$ cat src/rtl/mux4_pkg.sv
// Shared definitions for the 4-channel select link (transmit mux and the
// downstream demultiplexer).
//   NCH              number of channels
//   sel_t            the {s1,s0} select code carried alongside each word
//   SEL_CH1..SEL_CH4 select codes for channels 1..4
//   state_t          output-register occupancy state of the transmit mux
package mux4_pkg;

  localparam int NCH = 4;

  typedef logic [1:0] sel_t;

  localparam sel_t SEL_CH1 = 2'd0;
  localparam sel_t SEL_CH2 = 2'd1;
  localparam sel_t SEL_CH3 = 2'd2;
  localparam sel_t SEL_CH4 = 2'd3;

  typedef enum logic {
    IDLE = 1'b0,
    FULL = 1'b1
  } state_t;

endpackage

$ cat src/rtl/rr_arb4.sv
// Purely combinational 4-way round-robin arbiter.
// The search starts one past the last granted channel (ptr+1, ptr+2, ptr+3, ptr).
// Ports:
//   req      in   requesting channels, bit i = channel i+1
//   ptr      in   last granted channel index
//   en       in   allows the one-hot grant to be asserted
//   gnt      out  one-hot grant, all zero when en=0 or nothing requests
//   gnt_idx  out  index of the winning channel (holds ptr when nothing requests)
//   any      out  at least one channel requests (independent of en)
module rr_arb4
  import mux4_pkg::*;
(
  input  logic [NCH-1:0] req,
  input  sel_t           ptr,
  input  logic           en,
  output logic [NCH-1:0] gnt,
  output sel_t           gnt_idx,
  output logic           any
);

  sel_t cand;

  // Walk the channels in rotating order starting after ptr; the first
  // requester found wins. The 2-bit candidate wraps naturally, so the
  // fourth step lands back on ptr itself.
  always_comb begin
    gnt     = '0;
    gnt_idx = ptr;
    any     = 1'b0;
    cand    = ptr;
    for (int k = 1; k <= NCH; k++) begin
      cand = ptr + sel_t'(k);
      if (!any && req[cand]) begin
        any     = 1'b1;
        gnt_idx = cand;
      end
    end
    gnt[gnt_idx] = any & en;
  end

endmodule

$ cat src/rtl/rr_mux4_tx.sv
// Transmit end of the 4-channel select link. Merges four valid/ready input
// streams onto one registered output word plus a select code {s1,s0}, using
// fair round-robin arbitration at one word per clock.
// Optional feature macro: MUX4_CNT_EN builds per-channel saturating
// accepted-word counters on grant_cnt; without it grant_cnt is tied to 0.
// Ports:
//   clk, rst    clock, synchronous active-high reset
//   in_valid    per-channel word available
//   in_data     channel i word at [i*W +: W]
//   in_ready    per-channel word consumed this cycle (combinational)
//   out_valid   registered output word valid
//   out_data    registered output word
//   s0, s1      select code of the channel that produced out_data
//   out_ready   downstream accepts out_data this cycle
//   grant_cnt   per-channel accepted-word counters, channel i at [i*CNT_W +: CNT_W]
module rr_mux4_tx
  import mux4_pkg::*;
#(
  parameter int W     = 8,
  parameter int CNT_W = 8
) (
  input  logic               clk,
  input  logic               rst,
  input  logic [NCH-1:0]     in_valid,
  input  logic [NCH*W-1:0]   in_data,
  output logic [NCH-1:0]     in_ready,
  output logic               out_valid,
  output logic [W-1:0]       out_data,
  output logic               s0,
  output logic               s1,
  input  logic               out_ready,
  output logic [NCH*CNT_W-1:0] grant_cnt
);

  state_t         state;
  state_t         state_next;
  logic           load;
  logic           any;
  logic [NCH-1:0] gnt;
  sel_t           gnt_idx;
  sel_t           ptr;
  sel_t           sel_q;
  logic [W-1:0]   data_q;

  assign out_valid = (state == FULL);

  // The output register can take a new word when it is empty or its
  // current word is leaving this cycle, which gives back-to-back transfers.
  assign load = ~out_valid | out_ready;

  // Grants are suppressed while rst is high: the register is being cleared
  // on that edge, so nothing may be reported as consumed.
  rr_arb4 u_arb (
    .req     (in_valid),
    .ptr     (ptr),
    .en      (load & ~rst),
    .gnt     (gnt),
    .gnt_idx (gnt_idx),
    .any     (any)
  );

  assign in_ready = gnt;

  // Occupancy state register.
  always_ff @(posedge clk) begin
    if (rst) state <= IDLE;
    else     state <= state_next;
  end

  // Occupancy next state: the register fills whenever a load finds a
  // requester and empties when a load finds none; a stall holds it.
  always_comb begin
    state_next = state;
    case (state)
      IDLE: if (any) state_next = FULL;
      FULL: if (out_ready && !any) state_next = IDLE;
      default: state_next = IDLE;
    endcase
  end

  // Output word, select code and round-robin pointer. They only move when
  // a word is actually loaded; an empty load or a stall leaves them alone.
  // The pointer resets to channel 4 so the first search begins at channel 1.
  always_ff @(posedge clk) begin
    if (rst) begin
      data_q <= '0;
      sel_q  <= SEL_CH1;
      ptr    <= SEL_CH4;
    end else if (load && any) begin
      data_q <= in_data[gnt_idx*W +: W];
      sel_q  <= gnt_idx;
      ptr    <= gnt_idx;
    end
  end

  assign out_data = data_q;
  assign s0       = sel_q[0];
  assign s1       = sel_q[1];

`ifdef MUX4_CNT_EN
  logic [NCH-1:0][CNT_W-1:0] cnt;

  // Accepted-word counters, one per channel, stopping at all-ones.
  always_ff @(posedge clk) begin
    if (rst) begin
      cnt <= '0;
    end else begin
      for (int i = 0; i < NCH; i++) begin
        if (in_valid[i] && in_ready[i] && !(&cnt[i])) cnt[i] <= cnt[i] + 1'b1;
      end
    end
  end

  assign grant_cnt = cnt;
`else
  assign grant_cnt = '0;
`endif

endmodule

$ cat config.mk
export PLATFORM = sky130hd
export DESIGN_NAME = rr_mux4_tx
export DESIGN_NICKNAME = d
export VERILOG_FILES = /design/src/rtl/mux4_pkg.sv /design/src/rtl/rr_arb4.sv /design/src/rtl/rr_mux4_tx.sv
export SDC_FILE = /design/constraint.sdc
export NUM_CORES = 1
export LEC_CHECK = 0
export BUFFER_PORTS_ARGS = -buffer_cell sky130_fd_sc_hd__buf_2
export CORE_MARGIN = 2
export CORE_UTILIZATION = 40
export CTS_CLUSTER_SIZE = 16
export DETAILED_ROUTE_END_ITERATION = 10
export PLACE_DENSITY = 0.78
export SLEW_MARGIN = 20
export SYNTH_ARGS = -nofsm -noshare
export SYNTH_HDL_FRONTEND = slang
export SYNTH_SLANG_ARGS = --single-unit
$ cat constraint.sdc
create_clock -name clk -period 1.62 [get_ports clk]
set_input_delay 0.162 -clock clk [delete_from_list [all_inputs] [get_ports clk]]
set_output_delay 0.162 -clock clk [all_outputs]
set_load 0.01 [all_outputs]
==> metrics, run 1 <==
result of the run finished with violations; failing checks negative setup slack; average routed wire per standard cell 11.3 um; number of I/O pins 86; final routed DRC violation total 0; TritonCTS clock tree done; final global-route overflow total 0; cell with the largest stage delay on the worst path sky130_fd_sc_hd__dfxtp_2; CTS buffer count 3; largest fanout on the critical path 3; number of antenna repair diodes 0; hold depth 2; Global Route Usage Sum 15.0%; first-pass GRT wire length 4000 um; Lkg Pwr 0.000813 uW; clock root cell sky130_fd_sc_hd__clkbuf_4; number of antenna violations at the first check in global routing 0; largest net degree at the start of global routing 10; number of nets in the final layout 245; post-route setup slack -98.9 ps; peak supply drop 277 uV; die boundary width 59.3 um; y dimension of the die 59.3 um; Routed WL 2680 um; endpoint of the worst hold path out_valid$_SDFF_PP0_; num rows 20; Max Clk Rate 0.582 GHz; FILL cells 281; Maximum Capacitance Violations 0; Critical Path End Type primary output; max incr delay on CP 330 ps; number of input and output port buffers inserted 53; unrepaired setup endpoints after global routing true; DR vias/cell 4.67; cell area after synthesis 1220 sq um; crit-path leading delay family simple AND/OR/NAND/NOR gates; Max Buffers Root-to-Sink 2; initial core utilization 41.0%; Post-Route Setup TNS -289 ps; post-placement setup slack 21.5 ps; clock tree skew after final layout 9.73 ps; Reg2Reg Setup Slack 0 ps; max_slew headroom 60.9%; Final Core Density 52.5%; relative area change from synthesis to final layout 28.0%; worst skew pair latency 280 ps; startpoint type of the worst setup path flip-flop; count of synthesis-stage warnings from yosys 0; arrival time of the worst setup path 1560 ps; Hold Violations, Final 0; Num Clock Sinks 13; total of endpoints with negative setup slack in the final report 4; combined buffer and inverter count along the critical path 1; DR pass1 iterations 4; worst r2r src ptr[0]$_SDFFE_PP1P_; worst hold start rst; Clock H-tree levels 1; total vias in the final route 1112; clock transition time at the flip-flop clock pins of the worst setup and hold paths 90 ps; via count of the first global-routing pass 915; Avg Cell Area, Syn 8.91 sq um; cell breakdown of the critical path and2b_4, o21bai_4, a21oi_2, or2_4, nor2b_2, buf_2; register bit count reported by yosys 13; PwrDens 715 nW/um^2; Routed Antenna Nets 0; time the worst path needs with I/O delays and setup 1720 ps; Crit Path Category reg2out; detailed placer's ending HPWL 2150 um; worst flop-to-flop path endpoint out_data[2]$_SDFFE_PP0P_; worst reg-to-reg path cell count 8; final-report max-slew violation count 0; share of cells above drive strength 1 47.3%; class of the worst hold path in2reg; portion of the post-synthesis area used by sequential elements 21.3%; core area 2980 sq um; synthesized netlist cell count 137; number of library cell types mapped by synthesis 36; global placer's final weighted congestion 0.800; worst slew pin tran 587 ps; number of buffers inserted by hold repair at cts 0; period utilization 106%; full die area 3510 sq um; Iter 0 DRT Violations 25; required time worst endpoint 1460 ps
[through the flow]
stage                     cells  area (sq um)  total power (uW)  hold slack (ps)
after global placement      224          1430               846              427
after detailed placement    224          1430               854              425
after CTS                   237          1530              1110              121
after floorplan             168          1340               762              231
after global routing        238          1560              1200              126
final                       238          1560              1120              130
[sequential cells by signal (all words and copies together) (netlist names)]
signal / count
out_data: 8
out_valid: 1
ptr: 2
sel_q: 2
[cell usage after synthesis]
master | count | area share, %
sky130_fd_sc_hd__a211o_1 | 1 | 0.72
sky130_fd_sc_hd__a211oi_4 | 1 | 1.6
sky130_fd_sc_hd__a21o_1 | 1 | 0.61
sky130_fd_sc_hd__a21oi_1 | 1 | 0.41
sky130_fd_sc_hd__a21oi_2 | 1 | 0.72
sky130_fd_sc_hd__a31oi_1 | 1 | 0.51
sky130_fd_sc_hd__and2_1 | 2 | 1.0
sky130_fd_sc_hd__and2_4 | 1 | 0.72
sky130_fd_sc_hd__and2b_4 | 1 | 0.82
sky130_fd_sc_hd__and4_1 | 8 | 5.7
sky130_fd_sc_hd__buf_1 | 1 | 0.31
sky130_fd_sc_hd__buf_2 | 1 | 0.41
sky130_fd_sc_hd__buf_4 | 32 | 20
sky130_fd_sc_hd__buf_6 | 2 | 1.8
sky130_fd_sc_hd__conb_1 | 1 | 0.31
sky130_fd_sc_hd__dfxtp_1 | 13 | 21
sky130_fd_sc_hd__inv_1 | 1 | 0.31
sky130_fd_sc_hd__mux2i_1 | 8 | 6.6
sky130_fd_sc_hd__nand2_1 | 12 | 3.7
sky130_fd_sc_hd__nand2b_1 | 3 | 1.5
sky130_fd_sc_hd__nand3_4 | 1 | 1.4
sky130_fd_sc_hd__nand3b_2 | 1 | 0.92
sky130_fd_sc_hd__nor2_1 | 7 | 2.2
sky130_fd_sc_hd__nor2_4 | 1 | 0.92
sky130_fd_sc_hd__nor2b_1 | 3 | 1.5
sky130_fd_sc_hd__nor3_1 | 1 | 0.41
sky130_fd_sc_hd__o211a_1 | 1 | 0.82
sky130_fd_sc_hd__o211ai_2 | 8 | 8.2
sky130_fd_sc_hd__o21a_1 | 1 | 0.61
sky130_fd_sc_hd__o21ai_1 | 8 | 3.3
sky130_fd_sc_hd__o21ai_4 | 1 | 1.3
sky130_fd_sc_hd__o21bai_1 | 1 | 0.61
sky130_fd_sc_hd__o21bai_4 | 1 | 1.5
sky130_fd_sc_hd__o31a_1 | 8 | 5.7
sky130_fd_sc_hd__or2_4 | 1 | 0.72
sky130_fd_sc_hd__or4_4 | 1 | 0.92
[placed cells by master, fill, tap and decap left out, types with 2 or more instances in the layout]
master,synthesis,layout
sky130_fd_sc_hd__buf_2,1,53
sky130_fd_sc_hd__conb_1,1,32
sky130_fd_sc_hd__buf_4,32,15
sky130_fd_sc_hd__nand2_1,12,12
sky130_fd_sc_hd__dfxtp_1,13,12
sky130_fd_sc_hd__and4_1,8,8
sky130_fd_sc_hd__o31a_1,8,8
sky130_fd_sc_hd__o211ai_2,8,8
sky130_fd_sc_hd__nor2_1,7,7
sky130_fd_sc_hd__mux2i_1,8,7
sky130_fd_sc_hd__o21ai_1,8,6
sky130_fd_sc_hd__nand2b_1,3,3
sky130_fd_sc_hd__clkbuf_4,0,3
sky130_fd_sc_hd__nor2b_1,3,2
sky130_fd_sc_hd__and2_1,2,2
sky130_fd_sc_hd__o21ai_2,0,2
[worst max-delay path by stage]
stage,slack [ps],depth (start not counted),to,start
6_report,-100,6,in_ready[3],ptr[0]$_SDFFE_PP1P_
5_1_grt,-160,6,in_ready[3],ptr[0]$_SDFFE_PP1P_
4_1_cts,-110,6,in_ready[3],ptr[0]$_SDFFE_PP1P_
3_5_place_dp,20,5,in_ready[0],ptr[0]$_SDFFE_PP1P_
3_3_place_gp,60,5,in_ready[0],ptr[0]$_SDFFE_PP1P_
2_1_floorplan,110,6,in_ready[2],ptr[0]$_SDFFE_PP1P_
[report_power, final]
group / internal [uW] / total (uW) / switching, uW
Combinational: 263 / 527 / 264
Sequential: 365 / 386 / 21.3
Clock: 95.4 / 204 / 109
[area by class of cell]
class	instances	area (sq um)	share of cell area, %
flip-flops and latches	13	262	16.7
well taps	33	41.3	2.64
multi-input cells	118	832	53.2
repair buffers	69	398	25.5
inverters	1	3.75	0.240
clock buffers	4	26.3	1.68
[timing repair]
item / CTS / global route
gates resized for setup: 3 / 5
endpoints found under the setup margin: 4 / 12
pin swaps: 7 / 2
buffers inserted: 9 / 1
[cells by family after synthesis]
family                 count (synthesis)  share of synthesized area [%]
AO/OA/AOI/OAI                         35                           26.7
buffers and inverters                 37                           22.5
flip-flops                            13                           21.3
AND/OR/NAND/NOR                       43                           22.5
multiplexers                           8                           6.56
other                                  1                          0.307
[layer usage]
layer / vias up / track usage [%] / routed length [um]
li1: 565 / - / -
met4: 0 / 7.14 / 62
met3: 6 / 3.28 / 244
met5: - / 0 / 0
met2: 50 / 26.2 / 1320
met1: 491 / 17.2 / 1050
No activity file was read; power rests on OpenSTA's default activity.
==> run 2: changes to the inputs <==
--- a/config.mk
+++ b/config.mk
@@ -5,12 +5,14 @@
 export SDC_FILE = /design/constraint.sdc
 export NUM_CORES = 1
 export LEC_CHECK = 0
+export ABC_AREA = 1
 export BUFFER_PORTS_ARGS = -buffer_cell sky130_fd_sc_hd__buf_2
+export CAP_MARGIN = 20
 export CORE_MARGIN = 2
 export CORE_UTILIZATION = 40
 export CTS_CLUSTER_SIZE = 16
 export DETAILED_ROUTE_END_ITERATION = 10
-export PLACE_DENSITY = 0.78
+export PLACE_DENSITY = 0.76
 export SLEW_MARGIN = 20
 export SYNTH_ARGS = -nofsm -noshare
 export SYNTH_HDL_FRONTEND = slang
==> run 2 against run 1 <==
The flow still finishes with violations (negative setup slack). Wire length is 34% higher. Clock skew decreased by 8.3 ps. Sequential cell count unchanged. Largest cell class unchanged. First-iteration DRC count increased by 88%. Core utilization up 8.8 points. Die area grew 12%. Critical path type unchanged. Via count rose by 35%.
==> metrics, run 2 <==
result of the run finished with violations; failing checks negative setup slack; most frequent cells after synthesis sky130_fd_sc_hd__nand2_1 (69), sky130_fd_sc_hd__buf_4 (32), sky130_fd_sc_hd__nand3_1 (29), sky130_fd_sc_hd__nand2_2 (17), sky130_fd_sc_hd__dfxtp_1 (13); share of cells above drive strength 1 52.2%; total vias in the final route 1498; Clock H-tree levels 1; via count of the first global-routing pass 1351; full die area 3940 sq um; time the worst path needs with I/O delays and setup 1900 ps; Lkg Pwr 0.00118 uW; Main synth FF type sky130_fd_sc_hd__dfxtp_1; first-pass GRT wire length 5600 um; top post-synthesis cells by area sky130_fd_sc_hd__dfxtp_1 (19%), sky130_fd_sc_hd__nand2_1 (19%), sky130_fd_sc_hd__buf_4 (17%); number of flops mapped to enable cells by yosys 0; unrepaired setup endpoints after global routing true; xor/xnor cell area share of the yosys netlist 0%; Routed WL 3610 um; portion of the post-synthesis area used by sequential elements 18.8%; DR vias/cell 4.37; Num Clock Sinks 13; relative area change from synthesis to final layout 48.1%; number of library cell types mapped by synthesis 19; combinational family with the most area after synthesis simple AND/OR/NAND/NOR gates; compound-cell area share of the yosys netlist 3.62%; final routed DRC violation total 0; Maximum Capacitance Violations 0; Final Core Density 61.3%; clock root cell sky130_fd_sc_hd__clkbuf_4; number of flip-flops under the largest register name 8; Routed Antenna Nets 0; top-area cell type share of the netlist area 18.8%; Critical Path End Type primary output; die boundary width 62.8 um; detailed placer's ending HPWL 2550 um; startpoint type of the worst setup path flip-flop; max incr delay on CP 450 ps; final-report max-slew violation count 0; peak supply drop 1340 uV; share of flip-flops with an asynchronous set or reset 0%; Final Total Pwr 5540 uW; initial core utilization 41.4%; core area 3340 sq um; Iter 0 DRT Violations 47; DR pass1 iterations 4; Max Clk Rate 0.525 GHz; Global Route Usage Sum 17.3%; leading cell type in the layout, fill and taps excluded sky130_fd_sc_hd__nand2_1; clock tree skew after final layout 1.40 ps; synthesized netlist cell count 211; CTS buffer count 3; clock transition time at the flip-flop clock pins of the worst setup and hold paths 80 ps; cell with the most instances after synthesis sky130_fd_sc_hd__nand2_1; Max Buffers Root-to-Sink 2; total of endpoints with negative setup slack in the final report 14; global placer's final weighted congestion 0.723; average routed wire per standard cell 10.5 um; period utilization 118%; number of antenna violations at the first check in global routing 0; number of I/O pins 86; largest net degree at the start of global routing 11; final global-route overflow total 0; Post-Route Setup TNS -2340 ps; TritonCTS clock tree done; number of antenna repair diodes 0; register bit count reported by yosys 13; Crit Path Category reg2out; num rows 21; proportion of synthesized area in mux cells 0%; cell breakdown of the critical path inv_8, nand2_2, nand2_4, nor2_2, nand3_4, nand2_2, inv_2, nand2_2, inv_4, nand2_4, nor2_2, buf_2; class of the worst hold path in2reg; y dimension of the die 62.8 um; number of nets in the final layout 337; most frequent cell on the critical path sky130_fd_sc_hd__nand2_2; Post-Synth Simple-Gate Area 51.2%; largest fanout on the critical path 8; cell with the largest stage delay on the worst path sky130_fd_sc_hd__dfxtp_4; arrival time of the worst setup path 1740 ps; cell taking the most area after synthesis sky130_fd_sc_hd__dfxtp_1; FILL cells 318; post-route setup slack -284 ps; cell area after synthesis 1380 sq um; Adder-Cell Fraction of Synth Area 0%; worst skew pair latency 270 ps; PwrDens 2710 nW/um^2; required time worst endpoint 1460 ps; commonest cells after routing, fill and taps aside sky130_fd_sc_hd__nand2_1 (55), sky130_fd_sc_hd__buf_2 (53), sky130_fd_sc_hd__conb_1 (32), sky130_fd_sc_hd__buf_4 (32), sky130_fd_sc_hd__nand3_1 (27); number of input and output port buffers inserted 53; count of synthesis-stage warnings from yosys 0; Avg Cell Area, Syn 6.55 sq um; Hold Violations, Final 0
-- run 2: cell types whose count changed after synthesis, moves of 4 or more --
| cell | previous run | this run |
|---|---|---|
| sky130_fd_sc_hd__nand2_1 | 12 | 69 |
| sky130_fd_sc_hd__o31a_1 | 8 | 0 |
| sky130_fd_sc_hd__inv_2 | 0 | 4 |
| sky130_fd_sc_hd__o21ai_1 | 8 | 0 |
| sky130_fd_sc_hd__nand3_2 | 0 | 6 |
| sky130_fd_sc_hd__and4_1 | 8 | 0 |
| sky130_fd_sc_hd__nand2_4 | 0 | 8 |
| sky130_fd_sc_hd__inv_1 | 1 | 10 |
| sky130_fd_sc_hd__nand2_2 | 0 | 17 |
| sky130_fd_sc_hd__nand3_1 | 0 | 29 |
| sky130_fd_sc_hd__mux2i_1 | 8 | 0 |
| sky130_fd_sc_hd__o211ai_2 | 8 | 0 |
-- run 2: metal layers --
metal	global-route usage [%]	share of wire, %
met4	4.17	1.1
met3	3.96	6.5
met2	32.1	56
met1	19.9	37
met5	0	0
-- run 2: kinds of logic after synthesis --
family | count (synthesis)
and+or+nand+nor | 137
buffers and inverters | 52
DFF | 13
AOI/OAI and AO/OA | 8
other | 1
-- run 2: stage by stage --
stage | worst slack, ps | instances | area (sq um) | hold slack, ps
after CTS | -282 | 331 | 1780 | 122
after detailed placement | -79.8 | 322 | 1690 | 421
after global placement | -43.8 | 322 | 1690 | 426
after floorplan | 18.4 | 242 | 1500 | 224
final | -284 | 343 | 2050 | 132
after global routing | -381 | 343 | 2050 | 119
-- run 2: path summary, 6_finish.rpt --
kind | from | to | slack [ps] | cells past startpoint
max | ptr[0]$_SDFFE_PP1P_ | in_ready[1] | -280 | 12
min reg2reg | sel_q[0]$_SDFFE_PP0P_ | sel_q[0]$_SDFFE_PP0P_ | 450 | 2
min | rst | out_data[2]$_SDFFE_PP0P_ | 130 | 2
max reg2reg | ptr[0]$_SDFFE_PP1P_ | out_data[4]$_SDFFE_PP0P_ | -180 | 14
-- run 2: layout make-up --
type | instances | area [sq um] | area share (%)
repair buffers | 87 | 537 | 26.2
multi-input cells | 177 | 1070 | 52.5
clock buffers | 4 | 26.3 | 1.28
well taps | 46 | 57.6 | 2.81
inverters | 16 | 82.6 | 4.04
flip-flops and latches | 13 | 268 | 13.1
-- run 2: worst max-delay path, delay by kind of cell (launching register included) --
family | cells | cell delay, ps
simple gates | 8 | 720
buf+inv | 4 | 300
flops | 1 | 450
-- run 2: what timing repair did --
item,in CTS,in global routing
buffers inserted,6,12
hold buffers,0,0
endpoints found under the setup margin,14,16
resized for setup,11,43
pin swaps,12,20
-- run 2: where the power goes --
part	switching (uW)	leakage, uW	internal (uW)
clock network	106	0.0000150	95.5
logic	2570	0.00106	2160
registers	141	0.000108	471
total	2820	0.00118	2720
